--- src/rtl/apb_arb_pkg.sv ---
`default_nettype none
// +----------------------------------------------------------------------+
// | apb_arb_pkg : shared types and defaults for the APB bus arbiter      |
// | Revision 1.0                                                          |
// +----------------------------------------------------------------------+
package apb_arb_pkg;

  typedef enum logic [1:0] {
    IDLE  = 2'd0,
    ISSUE = 2'd1,
    WAIT  = 2'd2,
    DRAIN = 2'd3
  } arb_state_e;

  typedef logic grant_t;

  localparam int DEFAULT_TIMEOUT = 255;

endpackage
`default_nettype wire

--- src/rtl/apb_arb_rr_pick.sv ---
`default_nettype none
// +----------------------------------------------------------------------+
// | apb_arb_rr_pick : combinational two-way round-robin winner select    |
// | Revision 1.0                                                          |
// +----------------------------------------------------------------------+
module apb_arb_rr_pick
  import apb_arb_pkg::*;
(
  input  logic [1:0] req_i,
  input  grant_t     last_grant_i,
  output grant_t     winner_o,
  output logic       valid_o
);

  // Under contention the requester not served last wins; otherwise the lone requester.
  assign valid_o  = |req_i;
  assign winner_o = (req_i == 2'b11) ? ~last_grant_i : req_i[1];

endmodule
`default_nettype wire

--- src/rtl/apb_bus_arbiter.sv ---
`default_nettype none
// +----------------------------------------------------------------------+
// | apb_bus_arbiter : shares one APB master port between two requesters  |
// | Optional WAIT timeout with error completion: APB_ARB_TIMEOUT_EN      |
// | Revision 1.0                                                          |
// +----------------------------------------------------------------------+
module apb_bus_arbiter
  import apb_arb_pkg::*;
#(
  parameter int ADDR_W  = 32,
  parameter int DATA_W  = 32,
  parameter int TIMEOUT = DEFAULT_TIMEOUT
) (
  input  logic              PCLK,
  input  logic              PRESET,
  input  logic [1:0]        s_transfer,
  input  logic [ADDR_W-1:0] s_addr0,
  input  logic [ADDR_W-1:0] s_addr1,
  input  logic [DATA_W-1:0] s_wdata0,
  input  logic [DATA_W-1:0] s_wdata1,
  input  logic [1:0]        s_write,
  output logic [1:0]        s_ready,
  output logic [DATA_W-1:0] s_rdata,
  output logic              s_err,
  output logic              m_transfer,
  output logic [ADDR_W-1:0] m_addr,
  output logic [DATA_W-1:0] m_wdata,
  output logic              m_write,
  input  logic              m_ready,
  input  logic [DATA_W-1:0] m_rdata,
  output logic              grant_id
);

  arb_state_e        state_q, state_d;
  grant_t            grant_q, grant_d;
  grant_t            last_q, last_d;
  logic [ADDR_W-1:0] addr_q, addr_d;
  logic [DATA_W-1:0] wdata_q, wdata_d;
  logic              write_q, write_d;
  grant_t            pick_id;
  logic              pick_vld;

`ifdef APB_ARB_TIMEOUT_EN
  logic [7:0]        cnt_q, cnt_d;
`else
  localparam int c_unused_timeout = TIMEOUT;
`endif

  apb_arb_rr_pick u_pick (
    .req_i        (s_transfer),
    .last_grant_i (last_q),
    .winner_o     (pick_id),
    .valid_o      (pick_vld)
  );

  assign m_transfer = (state_q == ISSUE);
  assign m_addr     = addr_q;
  assign m_wdata    = wdata_q;
  assign m_write    = write_q;
  assign grant_id   = grant_q;

  always_comb begin
    state_d = state_q;
    grant_d = grant_q;
    last_d  = last_q;
    addr_d  = addr_q;
    wdata_d = wdata_q;
    write_d = write_q;
    s_ready = 2'b00;
    s_rdata = '0;
    s_err   = 1'b0;
`ifdef APB_ARB_TIMEOUT_EN
    cnt_d   = cnt_q;
`endif
    case (state_q)
      IDLE: begin
        if (pick_vld) begin
          grant_d = pick_id;
          addr_d  = pick_id ? s_addr1  : s_addr0;
          wdata_d = pick_id ? s_wdata1 : s_wdata0;
          write_d = s_write[pick_id];
          state_d = ISSUE;
        end
      end
      ISSUE: begin
        state_d = WAIT;
`ifdef APB_ARB_TIMEOUT_EN
        cnt_d   = 8'd0;
`endif
      end
      WAIT: begin
        // A ready on the timeout cycle itself still wins as a normal completion.
        if (m_ready) begin
          s_ready = grant_q ? 2'b10 : 2'b01;
          s_rdata = m_rdata;
          last_d  = grant_q;
          state_d = IDLE;
        end
`ifdef APB_ARB_TIMEOUT_EN
        else if (cnt_q == 8'(TIMEOUT)) begin
          s_ready = grant_q ? 2'b10 : 2'b01;
          s_err   = 1'b1;
          last_d  = grant_q;
          state_d = DRAIN;
        end else begin
          cnt_d   = cnt_q + 8'd1;
        end
`endif
      end
      DRAIN: begin
`ifdef APB_ARB_TIMEOUT_EN
        if (m_ready) begin
          state_d = IDLE;
        end
`else
        state_d = IDLE;
`endif
      end
      default: state_d = IDLE;
    endcase
  end

  always_ff @(posedge PCLK or negedge PRESET) begin
    if (!PRESET) begin
      state_q <= IDLE;
      grant_q <= 1'b0;
      last_q  <= 1'b1;
      addr_q  <= '0;
      wdata_q <= '0;
      write_q <= 1'b0;
`ifdef APB_ARB_TIMEOUT_EN
      cnt_q   <= 8'd0;
`endif
    end else begin
      state_q <= state_d;
      grant_q <= grant_d;
      last_q  <= last_d;
      addr_q  <= addr_d;
      wdata_q <= wdata_d;
      write_q <= write_d;
`ifdef APB_ARB_TIMEOUT_EN
      cnt_q   <= cnt_d;
`endif
    end
  end

endmodule
`default_nettype wire

--- config.mk ---
export PLATFORM = sky130hd
export DESIGN_NAME = apb_bus_arbiter
export DESIGN_NICKNAME = d
export VERILOG_FILES = /design/src/rtl/apb_arb_pkg.sv /design/src/rtl/apb_arb_rr_pick.sv /design/src/rtl/apb_bus_arbiter.sv
export SDC_FILE = /design/constraint.sdc
export NUM_CORES = 1
export LEC_CHECK = 0
export ABC_AREA = 1
export ABC_CLOCK_PERIOD_IN_PS = 1300
export BUFFER_PORTS_ARGS = -buffer_cell sky130_fd_sc_hd__clkbuf_2
export CORE_MARGIN = 5
export CORE_UTILIZATION = 39
export DETAILED_ROUTE_END_ITERATION = 6
export GPL_ROUTABILITY_DRIVEN = 0
export PLACE_DENSITY = 0.84
export SKIP_LAST_GASP = 1
export SLEW_MARGIN = 15
export SYNTH_ARGS = -nofsm -noshare
export SYNTH_HDL_FRONTEND = slang
export SYNTH_SLANG_ARGS = --single-unit
--- constraint.sdc ---
create_clock -name PCLK -period 1.3 [get_ports PCLK]
set_clock_uncertainty 0.1 [all_clocks]
set_input_delay 0 -clock PCLK [delete_from_list [all_inputs] [get_ports PCLK]]
set_output_delay 0 -clock PCLK [all_outputs]
set_load 0.03 [all_outputs]
==> impl_metrics.prom, run 1 <==
# TYPE chip_impl_metric gauge
chip_impl_info{name="status",value="finished, violations left"} 1
chip_impl_info{name="failed_checks",value="setup timing"} 1
chip_impl_metric{name="initial_core_util",unit="%"} 40.1
chip_impl_metric{name="numClockSinks",unit=""} 69
chip_impl_info{name="dr.max_layer_used",value="met4"} 1
chip_impl_info{name="critPathKind",value="reg -> out"} 1
chip_impl_metric{name="grt_pass1_vias",unit=""} 6890
chip_impl_metric{name="synth-seq-cells",unit=""} 69
chip_impl_metric{name="layout_worst_path_cycle_share",unit="%"} 124
chip_impl_info{name="worstSetupStartpointType",value="register"} 1
chip_impl_info{name="cp-end-kind",value="primary output"} 1
chip_impl_metric{name="dp_slack",unit="ns"} -0.0307
chip_impl_metric{name="wl_met3",unit="µm"} 2080
chip_impl_metric{name="final_slew_violations",unit=""} 0
chip_impl_metric{name="grt_use_total",unit="%"} 35.3
chip_impl_info{name="synth.top_cells.by_area",value="sky130_fd_sc_hd__dfrtp_1 (41%), sky130_fd_sc_hd__nand2_1 (21%), sky130_fd_sc_hd__nand3_1 (16%)"} 1
chip_impl_metric{name="setup_slack",unit="ns"} -0.309
chip_impl_info{name="synth_area_leader_cell",value="sky130_fd_sc_hd__dfrtp_1"} 1
chip_impl_metric{name="final_antenna_net_count",unit=""} 0
chip_impl_metric{name="hold_viol_final",unit=""} 0
chip_impl_metric{name="globalRouteOverflowTotal",unit=""} 0
chip_impl_metric{name="syn_area_per_cell",unit="µm²"} 6.33
chip_impl_metric{name="vdd_ir_drop_max",unit="µV"} 1350
chip_impl_metric{name="design.portCount",unit=""} 269
chip_impl_metric{name="wire_per_inst",unit="µm"} 20.1
chip_impl_metric{name="path_max_fanout",unit=""} 6
chip_impl_metric{name="wl_on_met1",unit="µm"} 7470
chip_impl_metric{name="drt_first_iter_violations",unit=""} 596
chip_impl_metric{name="clock_latency_on_the_worst_skew_pair",unit="ns"} 0.33
chip_impl_metric{name="cap_violations",unit=""} 0
chip_impl_metric{name="yosys_warnings",unit=""} 0
chip_impl_metric{name="maxClockFrequency",unit="GHz"} 0.622
chip_impl_metric{name="yosys.area_share.adder",unit="%"} 0
chip_impl_metric{name="synthDistinctLibCells",unit=""} 14
chip_impl_info{name="clock-root-buffer",value="sky130_fd_sc_hd__clkbuf_8"} 1
chip_impl_metric{name="htreeDepth",unit=""} 3
chip_impl_metric{name="grt_max_degree",unit=""} 70
chip_impl_metric{name="initial_antenna_violation_count",unit=""} 9
chip_impl_metric{name="synthXorXnorAreaFrac",unit="%"} 0
chip_impl_metric{name="synthCells",unit=""} 653
chip_impl_metric{name="synth_top_area_share",unit="%"} 41.1
chip_impl_metric{name="core_area",unit="µm²"} 10300
chip_impl_metric{name="1st_pass_router_iterations",unit=""} 5
chip_impl_info{name="critical_path.cell_chain",value="nor2_4, inv_4, buf_6, nor2_1, buf_4"} 1
chip_impl_metric{name="cellLeakagePower",unit="nW"} 4.94
chip_impl_metric{name="detailroute.via_count",unit=""} 6488
chip_impl_metric{name="finalNetCount",unit=""} 1233
chip_impl_metric{name="grt_first_pass_wirelength",unit="µm"} 35200
chip_impl_metric{name="finalSetupViolations",unit=""} 101
chip_impl_metric{name="required",unit="ns"} 1.20
chip_impl_metric{name="final_layout_size_suffix_gt1_share",unit="%"} 40.7
chip_impl_metric{name="syn-num-nets",unit=""} 820
chip_impl_metric{name="total_power",unit="mW"} 16.3
chip_impl_metric{name="synth-simple-area-share",unit="%"} 40.4
chip_impl_info{name="tritoncts",value="built"} 1
chip_impl_metric{name="cts.path.max_buffers",unit=""} 2
chip_impl_metric{name="core.rowCount",unit=""} 37
chip_impl_metric{name="fp.dieW",unit="µm"} 113
chip_impl_metric{name="worst_path_largest_cell_delay",unit="ns"} 0.45
chip_impl_info{name="critical-path-slowest-cell",value="sky130_fd_sc_hd__dfrtp_2"} 1
chip_impl_metric{name="synth_seq_area_share",unit="%"} 41.8
chip_impl_info{name="worstHoldPathType",value="in -> async"} 1
chip_impl_info{name="synth_top_family_by_area",value="simple AND/OR/NAND/NOR gates"} 1
chip_impl_metric{name="met2_wirelength",unit="µm"} 12500
chip_impl_metric{name="synthToLayoutAreaGrowth",unit="%"} 109
chip_impl_metric{name="cts.clk_slew.worst_paths",unit="ns"} 0.08
chip_impl_metric{name="numPortBuffers",unit=""} 267
chip_impl_metric{name="floorplan.die.height",unit="µm"} 113
chip_impl_metric{name="numCtsBuffers",unit=""} 9
chip_impl_metric{name="reg2reg_setup_slack",unit="ns"} -0.25
chip_impl_metric{name="die-area",unit="µm²"} 12800
chip_impl_info{name="setup_repair_after_global_routing_missed_its_margin",value="true"} 1
chip_impl_metric{name="yosys-mux-area-fraction",unit="%"} 0
chip_impl_metric{name="timing.critical_path.arrival",unit="ns"} 1.51
chip_impl_metric{name="pwr_cell_area",unit="nW/µm²"} 1880
chip_impl_metric{name="finalWorstPathRequiredPeriod",unit="ns"} 1.61
chip_impl_metric{name="routed_wirelength",unit="µm"} 24500
chip_impl_metric{name="vias_per_cell",unit=""} 5.33
chip_impl_metric{name="drc_errors",unit=""} 0
chip_impl_metric{name="synth_compound_area_share",unit="%"} 0.544
chip_impl_metric{name="hpwl",unit="µm"} 10600
chip_impl_metric{name="post_synth_instance_area",unit="µm²"} 4140
-- worst max-delay path, delay by kind of cell (launching register included) --
kind | cells | cell delay [ns]
buffers and inverters | 3 | 0.42
DFF | 1 | 0.45
and+or+nand+nor | 2 | 0.30
-- final timing paths --
check | from | endpoint | cells after the start
hold / removal | PRESET | m_addr[26] | 3
hold reg to reg | m_wdata[26] | m_wdata[26] | 2
setup reg to reg | state_q[0] | m_wdata[19] | 7
setup / recovery | state_q[0] | s_rdata[3] | 5
max in group asynchronous | PRESET | last_q | 3
min in group PCLK | m_ready | last_q | 4
-- timing repair --
action,CTS,global route
buffers inserted,14,2
gates cloned,11,2
gates resized for setup,143,127
setup endpoints to repair,99,103
pin swaps,9,17
endpoints found under the hold margin,135,0
hold buffers,132,0
-- routing by layer --
metal  GRT usage [%]  vias to the layer above
met2            62.1                      575
met3            8.29                      220
li1                -                     2775
met1            34.1                     2918
met4            31.3                        0
met5               0                        -
-- placed cells by master (no fill, tap or decap), types with 2 or more instances in the layout --
cell type                       instances
sky130_fd_sc_hd__nand3_2               28
sky130_fd_sc_hd__diode_2               11
sky130_fd_sc_hd__inv_1                132
sky130_fd_sc_hd__nand2_8                4
sky130_fd_sc_hd__buf_16                 6
sky130_fd_sc_hd__dlygate4sd3_1        132
sky130_fd_sc_hd__buf_8                  9
sky130_fd_sc_hd__nor2_4                22
sky130_fd_sc_hd__nand2_1              192
sky130_fd_sc_hd__clkbuf_8              23
sky130_fd_sc_hd__buf_12                15
sky130_fd_sc_hd__clkbuf_2             231
sky130_fd_sc_hd__bufbuf_16              2
sky130_fd_sc_hd__buf_4                 17
sky130_fd_sc_hd__nand3_1              101
sky130_fd_sc_hd__buf_6                 21
sky130_fd_sc_hd__nor2_2                 9
sky130_fd_sc_hd__nand2_4               24
sky130_fd_sc_hd__clkbuf_16              2
sky130_fd_sc_hd__clkinv_2               2
sky130_fd_sc_hd__nand2_2               13
sky130_fd_sc_hd__nor2_1                 8
sky130_fd_sc_hd__dfrtp_1               67
-- per-stage QoR --
step	cell area [µm²]	TNS (ns)	cells	util, %	hold WS, ns
3_3_place_gp	5740	-0.00165	1034	55.6	-0.0671
5_1_grt	8650	-25.44	1216	83.8	0.112
2_1_floorplan	4150	-0.561	653	-	-0.396
4_1_cts	8200	-11.61	1206	79.4	0.0127
3_5_place_dp	5740	-0.776	1034	55.6	-0.0627
6_report	8650	-21.25	1218	83.8	0.122
-- report_power, final --
group / leakage [nW] / internal, mW / total [mW] / switching (mW)
clock: 0.102 / 0.898 / 1.75 / 0.849
sequential: 0.834 / 3.26 / 4.02 / 0.760
combinational: 4.01 / 3.91 / 10.5 / 6.62
total: 4.94 / 8.07 / 16.3 / 8.23
-- synthesized netlist by cell type --
cell type,instances
sky130_fd_sc_hd__buf_1,3
sky130_fd_sc_hd__buf_2,25
sky130_fd_sc_hd__buf_4,4
sky130_fd_sc_hd__clkbuf_1,11
sky130_fd_sc_hd__conb_1,1
sky130_fd_sc_hd__dfrtp_1,68
sky130_fd_sc_hd__dfstp_2,1
sky130_fd_sc_hd__inv_1,134
sky130_fd_sc_hd__nand2_1,233
sky130_fd_sc_hd__nand3_1,130
sky130_fd_sc_hd__nor2_1,39
sky130_fd_sc_hd__o21ai_0,1
sky130_fd_sc_hd__o21ai_1,2
sky130_fd_sc_hd__o21bai_1,1
-- sequential cells by signal, indices dropped and copies added, names as in the netlist --
signal,cells
m_addr,32
m_wdata,32
state_q,2
grant_id,1
last_q,1
m_write,1
-- area by class of cell --
cell class                      count  area (µm²)
Sequential cell                    69        1730
Clock buffer                       13         179
Timing Repair Buffer              445        3690
Multi-Input combinational cell    407        2330
Fill cell                         518        1670
Antenna cell                       11        27.5
Tap cell                          136         170
Clock inverter                      3        17.5
Inverter                          134         505
-- cell families (layout without fill, tap and decap cells) --
logic type      Yosys count  count (layout)
other cells               1              12
compound gates            4               4
buf+inv                 177             595
simple gates            402             402
flops                    69              69
Power figures use the tool's default switching activity.
==> run 2, diff against run 1 <==
- RECOVER_POWER: not set -> 100
==> run 2 against run 1 <==
The flow finishes with violations (DRC, setup timing); worst hold slack better by 0.0056 ns; flip-flop and latch count unchanged; cell area down 1.1%; global-route usage unchanged; sequential share of layout area up 0.22 points; critical endpoint unchanged; highest routed layer unchanged.
==> impl_metrics.prom, run 2 (same netlist as run 1, synthesis figures left out) <==
# TYPE chip_impl_metric gauge
chip_impl_info{name="critical-path-slowest-cell",value="sky130_fd_sc_hd__dfrtp_2"} 1
chip_impl_metric{name="floorplan.die.height",unit="µm"} 113
chip_impl_metric{name="pwr_cell_area",unit="nW/µm²"} 1870
chip_impl_metric{name="numCtsBuffers",unit=""} 9
chip_impl_metric{name="critical_path_buf_inv_count",unit=""} 3
chip_impl_metric{name="stdcell_area",unit="µm²"} 8560
chip_impl_metric{name="grt_max_degree",unit=""} 70
chip_impl_metric{name="finalWorstPathRequiredPeriod",unit="ns"} 1.59
chip_impl_metric{name="cellLeakagePower",unit="nW"} 4.74
chip_impl_metric{name="power.sequential.fraction",unit="%"} 25.0
chip_impl_metric{name="hpwl",unit="µm"} 10600
chip_impl_info{name="worst_r2r_endpoint",value="m_wdata[18]"} 1
chip_impl_metric{name="drc_errors",unit=""} 2
chip_impl_metric{name="post_dp_cell_area",unit="µm²"} 5740
chip_impl_info{name="status",value="finished, violations left"} 1
chip_impl_metric{name="worstMarginPinSlew",unit="ns"} 0.917
chip_impl_metric{name="utilization",unit="%"} 82.9
chip_impl_metric{name="timing.critical_path.arrival",unit="ns"} 1.49
chip_impl_info{name="cp-end-kind",value="primary output"} 1
chip_impl_metric{name="total_power",unit="mW"} 16.0
chip_impl_metric{name="grt_first_pass_wirelength",unit="µm"} 35200
chip_impl_metric{name="final_layout_size_suffix_gt1_share",unit="%"} 34.7
chip_impl_metric{name="initial_antenna_violation_count",unit=""} 9
chip_impl_metric{name="finalSetupViolations",unit=""} 101
chip_impl_metric{name="path_max_fanout",unit=""} 6
chip_impl_info{name="critPathKind",value="reg -> out"} 1
chip_impl_metric{name="clock_latency_on_the_worst_skew_pair",unit="ns"} 0.32
chip_impl_metric{name="fp.dieW",unit="µm"} 113
chip_impl_metric{name="synthToLayoutAreaGrowth",unit="%"} 107
chip_impl_metric{name="initial_core_util",unit="%"} 40.1
chip_impl_metric{name="required",unit="ns"} 1.20
chip_impl_info{name="worst_setup_path_endpoint",value="s_rdata[3]"} 1
chip_impl_info{name="critical_path.cell_chain",value="nor2_4, inv_4, buf_6, nor2_1, buf_4"} 1
chip_impl_info{name="failed_checks",value="DRC, setup timing"} 1
chip_impl_metric{name="worstHoldPathCells",unit=""} 4
chip_impl_metric{name="setup_slack",unit="ns"} -0.291
chip_impl_metric{name="layout_worst_path_cycle_share",unit="%"} 122
chip_impl_metric{name="cap_violations",unit=""} 0
chip_impl_info{name="most_common_library_cell_in_the_layout_ignoring_fill_and_taps",value="sky130_fd_sc_hd__nand2_1"} 1
chip_impl_metric{name="critical_path_depth",unit=""} 5
chip_impl_metric{name="switching_share",unit="%"} 51.3
chip_impl_metric{name="routed_wirelength",unit="µm"} 24400
chip_impl_metric{name="p_switching",unit="mW"} 8.21
chip_impl_metric{name="cts.path.max_buffers",unit=""} 2
chip_impl_metric{name="vias_per_cell",unit=""} 5.33
chip_impl_metric{name="detailroute.via_count",unit=""} 6496
chip_impl_info{name="clock-root-buffer",value="sky130_fd_sc_hd__clkbuf_8"} 1
chip_impl_info{name="final_cell_mix",value="sky130_fd_sc_hd__nand2_1 (192), sky130_fd_sc_hd__clkbuf_2 (167), sky130_fd_sc_hd__inv_1 (132), sky130_fd_sc_hd__dlygate4sd3_1 (132), sky130_fd_sc_hd__nand3_1 (101)"} 1
chip_impl_metric{name="internal_power",unit="mW"} 7.81
chip_impl_metric{name="timing.reg2reg.worst_path_depth",unit=""} 7
chip_impl_metric{name="power_frac_clock",unit="%"} 10.8
chip_impl_metric{name="core.rowCount",unit=""} 37
chip_impl_metric{name="design.portCount",unit=""} 269
chip_impl_metric{name="p_comb_share",unit="%"} 64.1
chip_impl_metric{name="grt_pass1_vias",unit=""} 6890
chip_impl_metric{name="numPortBuffers",unit=""} 267
chip_impl_metric{name="cts.clk_slew.worst_paths",unit="ns"} 0.07
chip_impl_metric{name="wire_per_inst",unit="µm"} 20.1
chip_impl_info{name="path_delay_family",value="flip-flops"} 1
chip_impl_info{name="worstHoldPathType",value="in -> reg"} 1
chip_impl_metric{name="maxClockFrequency",unit="GHz"} 0.629
chip_impl_info{name="timing.critical_path.from",value="state_q[0]"} 1
chip_impl_metric{name="globalRouteOverflowTotal",unit=""} 0
chip_impl_info{name="worstSetupStartpointType",value="register"} 1
chip_impl_metric{name="final_slew_violations",unit=""} 0
chip_impl_info{name="tritoncts",value="built"} 1
chip_impl_info{name="setup_repair_after_global_routing_missed_its_margin",value="true"} 1
chip_impl_metric{name="vdd_ir_drop_max",unit="µV"} 1270
chip_impl_metric{name="finalNetCount",unit=""} 1233
chip_impl_metric{name="reg2reg_setup_slack",unit="ns"} -0.26
chip_impl_metric{name="die-area",unit="µm²"} 12800
chip_impl_metric{name="htreeDepth",unit=""} 3
chip_impl_metric{name="1st_pass_router_iterations",unit=""} 7
chip_impl_metric{name="core_area",unit="µm²"} 10300
chip_impl_metric{name="hold_viol_final",unit=""} 0
chip_impl_metric{name="drt_first_iter_violations",unit=""} 555
chip_impl_metric{name="dp_slack",unit="ns"} -0.0307
chip_impl_metric{name="numClockSinks",unit=""} 69
chip_impl_info{name="worst_r2r_startpoint",value="state_q[0]"} 1
chip_impl_metric{name="final_antenna_net_count",unit=""} 0
chip_impl_metric{name="grt_use_total",unit="%"} 35.3
chip_impl_metric{name="worst_path_largest_cell_delay",unit="ns"} 0.45
chip_impl_metric{name="slew_headroom",unit="%"} 38.8
chip_impl_metric{name="hold-worst-slack",unit="ns"} 0.127
-- run 2: cell count changes in the layout (fill, tap and decap cells not counted) --
cell / before / now
sky130_fd_sc_hd__clkbuf_1: 0 / 64
sky130_fd_sc_hd__clkbuf_2: 231 / 167
sky130_fd_sc_hd__buf_12: 15 / 14
sky130_fd_sc_hd__clkbuf_4: 0 / 1
-- run 2: worst min-delay path by stage --
| stage | from | end |
|---|---|---|
| finish | m_ready | last_q |
| global route | m_ready | last_q |
| CTS | m_ready | last_q |
| detailed placement | PRESET | m_addr[28] |
| global placement | PRESET | m_write |
| floorplan | PRESET | grant_id |
-- run 2: power by group through the flow --
stage | Sequential [mW] | Combinational, mW | Clock, mW
floorplan | 5.89 | 2.89 | 0
global placement | 3.89 | 7.39 | 0
finish | 4.01 | 10.3 | 1.74
CTS | 3.90 | 9.51 | 1.76
detailed placement | 3.88 | 7.54 | 0
global route | 4.12 | 10.9 | 1.86
-- run 2: routing by layer --
metal / part of all wire (%) / global-route usage (%) / vias to the layer above / wire length, µm
met5: 0 / 0 / - / 0
met4: 11 / 31.3 / 0 / 2610
met3: 8.5 / 8.29 / 228 / 2070
met2: 51 / 62.1 / 563 / 12400
met1: 30 / 34.1 / 2931 / 7370
li1: - / - / 2774 / -
-- run 2: worst reg2reg max path, stage by stage (launching register included) --
cell and delay, ns:
sky130_fd_sc_hd__dfrtp_2 0.45, sky130_fd_sc_hd__inv_1 0.18, sky130_fd_sc_hd__nand2_2 0.09, sky130_fd_sc_hd__nor2_4 0.10, sky130_fd_sc_hd__buf_12 0.14, sky130_fd_sc_hd__bufbuf_16 0.28
sky130_fd_sc_hd__nand3_1 0.08, sky130_fd_sc_hd__nand2_1 0.08
-- run 2: metrics by stage --
| stage | setup TNS [ns] | std cells |
|---|---|---|
| 5_1_grt | -26.12 | 1216 |
| 3_3_place_gp | -0.00165 | 1034 |
| 4_1_cts | -11.61 | 1206 |
| 6_report | -21.01 | 1218 |
| 2_1_floorplan | -0.561 | 653 |
| 3_5_place_dp | -0.776 | 1034 |
-- run 2: repair_timing --
action | 4_1_cts | 5_1_grt
gates resized for setup | 143 | 127
setup buffers | 14 | 2
pin swaps | 9 | 17
endpoints found under the hold margin | 135 | 0
gates cloned | 11 | 2
setup endpoints to repair | 99 | 103
hold buffers | 132 | 0
-- run 2: area by class of cell --
class / instances / area, µm²
Clock inverter: 3 / 17.5
Timing Repair Buffer: 445 / 3600
Antenna cell: 11 / 27.5
Inverter: 134 / 505
Clock buffer: 13 / 179
Multi-Input combinational cell: 407 / 2330
Fill cell: 567 / 1760
Tap cell: 136 / 170
Sequential cell: 69 / 1730
